## config.mk

```make
export PLATFORM = sky130hd
export DESIGN_NAME = apb_rr_arbiter
export DESIGN_NICKNAME = d
export VERILOG_FILES = /design/src/rtl/apb_rr_arbiter.sv
export SDC_FILE = /design/constraint.sdc
export NUM_CORES = 1
export LEC_CHECK = 0
export CAP_MARGIN = 40
export CORE_MARGIN = 3
export CORE_UTILIZATION = 60
export DETAILED_ROUTE_END_ITERATION = 8
export PLACE_DENSITY = 0.83
export SLEW_MARGIN = 20
export SYNTH_ARGS = -nofsm -noshare
export SYNTH_HDL_FRONTEND = slang
export SYNTH_SLANG_ARGS = --single-unit
```

## constraint.sdc

```tcl
create_clock -name pclk_i -period 4.9 [get_ports pclk_i]
set_input_delay 0.98 -clock pclk_i [delete_from_list [all_inputs] [get_ports pclk_i]]
set_output_delay 0.98 -clock pclk_i [all_outputs]
set_load 0.005 [all_outputs]
```

## src/rtl/apb_rr_arbiter.sv

```systemverilog
// APB-programmable round-robin arbiter with per-requester enable, grant
// hold limit, preemption on limit expiry and a sticky timeout interrupt.
//
// Handshake: the APB side is zero-wait. A transfer completes in the cycle
// where psel_i & penable_i are both high (pready_o is high exactly then).
// Writes commit and prdata_o is loaded at the clock edge ending that cycle.
// Requesters use level requests; a grant stays asserted until the
// requester drops its request, is disabled, or reaches its hold limit.
module apb_rr_arbiter #(
    parameter int NUM_REQ = 8,
    parameter int ID_W    = 3
) (
    input  logic               pclk_i,
    input  logic               prst_i,
    input  logic               psel_i,
    input  logic               penable_i,
    input  logic               pwrite_i,
    input  logic [7:0]         paddr_i,
    input  logic [7:0]         pwdata_i,
    output logic [7:0]         prdata_o,
    output logic               pready_o,
    output logic               pslverr_o,
    input  logic [NUM_REQ-1:0] req_i,
    output logic [NUM_REQ-1:0] gnt_o,
    output logic [ID_W-1:0]    gnt_id_o,
    output logic               gnt_valid_o,
    output logic               timeout_irq_o
);

    typedef enum logic [1:0] {
        ST_IDLE  = 2'd0,
        ST_GRANT = 2'd1,
        ST_GAP   = 2'd2
    } state_t;

    localparam logic [7:0] ADDR_EN     = 8'h10;
    localparam logic [7:0] ADDR_TOFLAG = 8'h11;
    localparam logic [7:0] ADDR_STATUS = 8'h12;

    // Architectural registers
    logic [7:0]         r_limit [NUM_REQ];
    logic [NUM_REQ-1:0] r_en;
    logic [NUM_REQ-1:0] r_toflag;
    logic [ID_W-1:0]    r_last_owner;
    logic [7:0]         r_cnt;
    state_t             r_state;

    // Registered outputs; r_gnt_id doubles as the current owner while granted
    logic [NUM_REQ-1:0] r_gnt;
    logic [ID_W-1:0]    r_gnt_id;
    logic               r_gnt_valid;
    logic               r_irq;
    logic [7:0]         r_prdata;

    // Combinational signals
    logic               w_access;
    logic               w_addr_limit;
    logic               w_addr_valid;
    logic               w_err;
    logic               w_wr;
    logic               w_rd;
    logic [7:0]         w_rdata;
    logic [7:0]         w_status;
    logic [NUM_REQ-1:0] w_eff;
    logic               w_found;
    logic [ID_W-1:0]    w_sel;
    logic [7:0]         w_owner_limit;
    state_t             w_state_nxt;
    logic               w_grant_start;
    logic               w_release;
    logic               w_timeout;
    logic [NUM_REQ-1:0] w_to_set;
    logic [NUM_REQ-1:0] w_to_clr;
    logic [NUM_REQ-1:0] w_toflag_nxt;

    function automatic logic [NUM_REQ-1:0] f_onehot(input logic [ID_W-1:0] id);
        logic [NUM_REQ-1:0] v;
        v     = '0;
        v[id] = 1'b1;
        return v;
    endfunction

    // ---------------- APB decode ----------------
    assign w_access     = psel_i & penable_i;
    assign w_addr_limit = (paddr_i < 8'(NUM_REQ));
    assign w_addr_valid = w_addr_limit | (paddr_i == ADDR_EN) |
                          (paddr_i == ADDR_TOFLAG) | (paddr_i == ADDR_STATUS);
    // STATUS is read-only, so a write to it is an error like a bad address
    assign w_err        = w_access & (~w_addr_valid | (pwrite_i & (paddr_i == ADDR_STATUS)));
    assign w_wr         = w_access & pwrite_i & ~w_err;
    assign w_rd         = w_access & ~pwrite_i & ~w_err;

    assign pready_o  = w_access;
    assign pslverr_o = w_err;

    // STATUS layout: bit7 = grant valid, low bits = grant index
    always_comb begin
        w_status             = '0;
        w_status[ID_W-1:0]   = r_gnt_id;
        w_status[7]          = r_gnt_valid;
    end

    // Read data mux; returns zero on any erroring access
    always_comb begin
        w_rdata = 8'h00;
        if (!w_err) begin
            if (w_addr_limit) begin
                w_rdata = r_limit[paddr_i[ID_W-1:0]];
            end else begin
                case (paddr_i)
                    ADDR_EN:     w_rdata = 8'(r_en);
                    ADDR_TOFLAG: w_rdata = 8'(r_toflag);
                    ADDR_STATUS: w_rdata = w_status;
                    default:     w_rdata = 8'h00;
                endcase
            end
        end
    end

    // ---------------- Arbitration ----------------
    assign w_eff         = req_i & r_en;
    assign w_owner_limit = r_limit[r_gnt_id];

    // Round-robin search: first effective request after last_owner, wrapping
    always_comb begin
        int v_pos;
        logic [ID_W-1:0] v_idx;
        w_found = 1'b0;
        w_sel   = r_last_owner;
        v_pos   = 0;
        v_idx   = '0;
        for (int k = 1; k <= NUM_REQ; k++) begin
            v_pos = (int'(r_last_owner) + k) % NUM_REQ;
            v_idx = v_pos[ID_W-1:0];
            if (!w_found && w_eff[v_idx]) begin
                w_found = 1'b1;
                w_sel   = v_idx;
            end
        end
    end

    // FSM next state. GAP arbitrates like IDLE so a handover costs one cycle.
    always_comb begin
        w_state_nxt   = r_state;
        w_grant_start = 1'b0;
        w_release     = 1'b0;
        w_timeout     = 1'b0;
        case (r_state)
            ST_IDLE, ST_GAP: begin
                if (w_found) begin
                    w_state_nxt   = ST_GRANT;
                    w_grant_start = 1'b1;
                end else begin
                    w_state_nxt   = ST_IDLE;
                end
            end
            ST_GRANT: begin
                if (!w_eff[r_gnt_id]) begin
                    w_release   = 1'b1;
                    w_state_nxt = ST_GAP;
                end else if ((w_owner_limit != 8'h00) && (r_cnt == w_owner_limit)) begin
                    w_release   = 1'b1;
                    w_timeout   = 1'b1;
                    w_state_nxt = ST_GAP;
                end
            end
            default: w_state_nxt = ST_IDLE;
        endcase
    end

    // Timeout flags: a set from the arbiter beats a software clear
    assign w_to_set     = w_timeout ? f_onehot(r_gnt_id) : '0;
    assign w_to_clr     = (w_wr && (paddr_i == ADDR_TOFLAG)) ? pwdata_i[NUM_REQ-1:0] : '0;
    assign w_toflag_nxt = (r_toflag & ~w_to_clr) | w_to_set;

    // FSM state register, grant outputs and hold counter
    always_ff @(posedge pclk_i or negedge prst_i) begin
        if (!prst_i) begin
            r_state      <= ST_IDLE;
            r_gnt        <= '0;
            r_gnt_id     <= '0;
            r_gnt_valid  <= 1'b0;
            r_cnt        <= 8'h00;
            r_last_owner <= ID_W'(NUM_REQ - 1);
        end else begin
            r_state <= w_state_nxt;
            if (w_grant_start) begin
                r_gnt       <= f_onehot(w_sel);
                r_gnt_id    <= w_sel;
                r_gnt_valid <= 1'b1;
                r_cnt       <= 8'h01;
            end else if (w_release) begin
                r_gnt        <= '0;
                r_gnt_id     <= '0;
                r_gnt_valid  <= 1'b0;
                r_last_owner <= r_gnt_id;
            end else if ((r_state == ST_GRANT) && (r_cnt != 8'hFF)) begin
                r_cnt <= r_cnt + 8'h01;
            end
        end
    end

    // Software-visible registers, timeout flags, irq and read data
    always_ff @(posedge pclk_i or negedge prst_i) begin
        if (!prst_i) begin
            for (int i = 0; i < NUM_REQ; i++) begin
                r_limit[i] <= 8'h00;
            end
            r_en     <= '0;
            r_toflag <= '0;
            r_irq    <= 1'b0;
            r_prdata <= 8'h00;
        end else begin
            if (w_wr && w_addr_limit) begin
                r_limit[paddr_i[ID_W-1:0]] <= pwdata_i;
            end
            if (w_wr && (paddr_i == ADDR_EN)) begin
                r_en <= pwdata_i[NUM_REQ-1:0];
            end
            r_toflag <= w_toflag_nxt;
            r_irq    <= |w_toflag_nxt;
            if (w_rd || w_err) begin
                r_prdata <= w_rdata;
            end
        end
    end

    assign prdata_o      = r_prdata;
    assign gnt_o         = r_gnt;
    assign gnt_id_o      = r_gnt_id;
    assign gnt_valid_o   = r_gnt_valid;
    assign timeout_irq_o = r_irq;

endmodule
```

==> results by group <==
Setup path
  • Crit start category: input port
  • Worst path arrival time: between 3 and 4 ns
  • R2r setup slk: 0.70 ns
  • Critical R2R Capture: gnt_o[5]
  • WP data required: ~4 ns
  • WS Path Type: input port to output port
  • Crit. End Element: output port
  • Crit-path max FO: 9
  • R2R Path Start: r_last_owner[0]
  • R2R depth: 9

Synth
  • Mean Syn Cell Area: 10.3 µm²
  • Synth warn: 0
  • Mapped Area: 7290 µm²
  • Synth Register Bits: 114
  • Sequential cell area fraction in the yosys report: 39.2%
  • Post-synth top flop: dfrtp_1
  • Count of cell types in the netlist: roughly 70
  • Syn Nets: 743
  • Post-synth EDFFs: 0
  • Syn Inst Count: 711
  • Post-synthesis async set-or-reset flop share: 100%

Final layout
  • Highest-count cells in the layout ignoring fill and taps: dfrtp_1, mux2_2, nand2_1
  • Final net count: 779
  • Final Util: between 70% and 80%
  • Finished Cell Area: 8420 µm²
  • Fraction of layout instances using a drive strength above 1: 22.1%
  • Commonest non-fill, non-tap cell in the layout: dfrtp_1
  • Synthesis-to-layout area growth: 15.5%
  • Antenna cell count: 0

Routing
  • Antenna Violating Nets Remaining: 0
  • DR pass1 iterations: 5
  • Drt total wl: around 21 mm
  • DRT iter0 DRCs: between 800 and 900
  • WL/cell: about 23 µm
  • Residual DRC: 0
  • Via density: 7.00
  • DR vias: about 6,300

STA
  • Unrepaired setup endpoints after global routing: false
  • Skew final: 0.0118 ns
  • Hold Fails Final Rpt: 0
  • Relative slew margins: 51.9%
  • Slew Viols, Final: 0
  • Min Tclk post-route: around 4.6 ns
  • Final setup viols: 0
  • Final setup margin: 0.297 ns
  • Final setup TNS: 0 ns
  • WHS: 0.517 ns
  • Fmax: 0.217 GHz
  • Fin crit share: 93.9%
  • Worst-Margin Slew: 0.715 ns

Power
  • PD cells: 400 nW/µm²
  • Worst VDD drop: about 0.28 mV
  • Lkg Pwr: 3.65 nW

Placement
  • PortBufs: 51
  • Pre-CTS WS: approximately 0.32 ns
  • Placed instance area: 7830 µm²
  • GPL Wtd Cong: ~0.91
  • Detailed placement HPWL: 14.3 mm

Clock network
  • Clk slew on worst S/H paths: approximately 0.05 ns
  • Setup Fix Bufs, Post-CTS: 0
  • Largest buffer count on any clock path: 2
  • TritonCTS Buffers: 17
  • Hold-fix buffers, CTS: 0
  • Clock Sink Count: 114
  • Worst-skew pair later-pin latency: 0.42 ns
  • Post-CTS Resized: 0
  • TritonCTS clock tree: yes
  • Root Driver: clkbuf_16
  • H-Tree Depth: 4

Global routing
  • Initial antenna violation count: 0
  • Vias in the first global route: 6,375
  • Global-route wire length before repair: 33.5 mm
  • Gr ovfl total: 0
  • Largest net degree at the start of global routing: slightly above 40
  • Gr usage total: 32.6%

Floorplanning
  • Initial Util: between 60% and 70%
  • Die W: 116 µm
  • Die footprint: 13,500 µm²
  • Site Rows: 39
  • IO Pins: 52
  • Placeable Area: 11,700 µm²
  • Die Y: 116 µm

Run
  • Max Cap Viol: 0

Hold path
  • Hold crit path type: input port to async pin

Run status
  • Status: finished, final reports clean
[power by group]
group	switching, W	total, W	internal [W]
Combinational	0.000574	0.000997	0.000423
Clock	0.000433	0.00122	0.000784
Sequential	0.000127	0.00115	0.00102
Total	0.00113	0.00336	0.00223
[sequential cells by signal, indices dropped and copies added, names as in the netlist]
name	count
r_cnt	8
r_en	8
r_last_owner	3
gnt_id_o	3
r_limit	64
prdata_o	8
r_toflag	8
timeout_irq_o	1
gnt_valid_o	1
gnt_o	8
r_state	2
[layer usage]
layer	share of wire, %	GRT usage, %	wire, µm
met1	38	41.9	7980
met2	48	51.5	9980
met3	10	9.69	2150
met4	3.5	13.8	737
met5	0	0	0
[kinds of logic after synthesis]
| family | after synthesis | share of synthesized area, % |
|---|---|---|
| xor+xnor | 11 | 1.42 |
| flops | 114 | 39.2 |
| compound gates | 139 | 12.5 |
| simple gates | 229 | 16.3 |
| mux | 146 | 25.7 |
| fa+ha+maj | 3 | 0.515 |
| buf+inv | 69 | 4.31 |
[cell usage after synthesis, drive strengths merged, types with 14 or more instances]
library cell	n	share of area, %
dfrtp	111	38
mux2	87	13
nand2	71	3.7
nor2	45	2.3
o21ai	36	2.5
mux2i	35	4.8
buf	29	2.2
inv	24	1.2
mux4	24	7.4
nor3	24	1.8
a21oi	22	1.5
o22ai	20	1.7
clkbuf	16	0.82
nand3	14	0.96
[area by class of cell]
cell class                      count  area [µm²]
Clock buffer                       23         478
Clock inverter                      8         101
Fill cell                         815        3240
Inverter                           24        90.1
Multi-Input combinational cell    528        4120
Sequential cell                   114        2860
Tap cell                          143         179
Timing Repair Buffer               62         593
[through the flow]
step	instances	power [W]
CTS	901	0.00336
global placement	869	0.00209
global route	902	0.00353
finish	902	0.00336
detailed placement	870	0.00213
floorplan	711	0.00183
[critical path, stage by stage]
cell and delay (ns):
clkdlybuf4s50_1 0.39, or4_1 0.58, or3_1 0.35, o22ai_1 0.13, a22oi_1 0.08, nor2_1 0.48, clkdlybuf4s50_1 0.62
[how the worst max path moves through the flow]
| stage | start | endpoint | slack (ns) | cells after the start |
|---|---|---|---|---|
| 5_1_grt | paddr_i[3] | pslverr_o | 0.24 | 7 |
| 3_3_place_gp | paddr_i[3] | pslverr_o | 0.42 | 7 |
| 2_1_floorplan | paddr_i[3] | pslverr_o | 1.27 | 6 |
| 3_5_place_dp | paddr_i[3] | pslverr_o | 0.32 | 7 |
| 4_1_cts | paddr_i[3] | pslverr_o | 0.32 | 7 |
| 6_report | paddr_i[3] | pslverr_o | 0.30 | 7 |
Note: power is estimated with default switching activity, not from simulation.
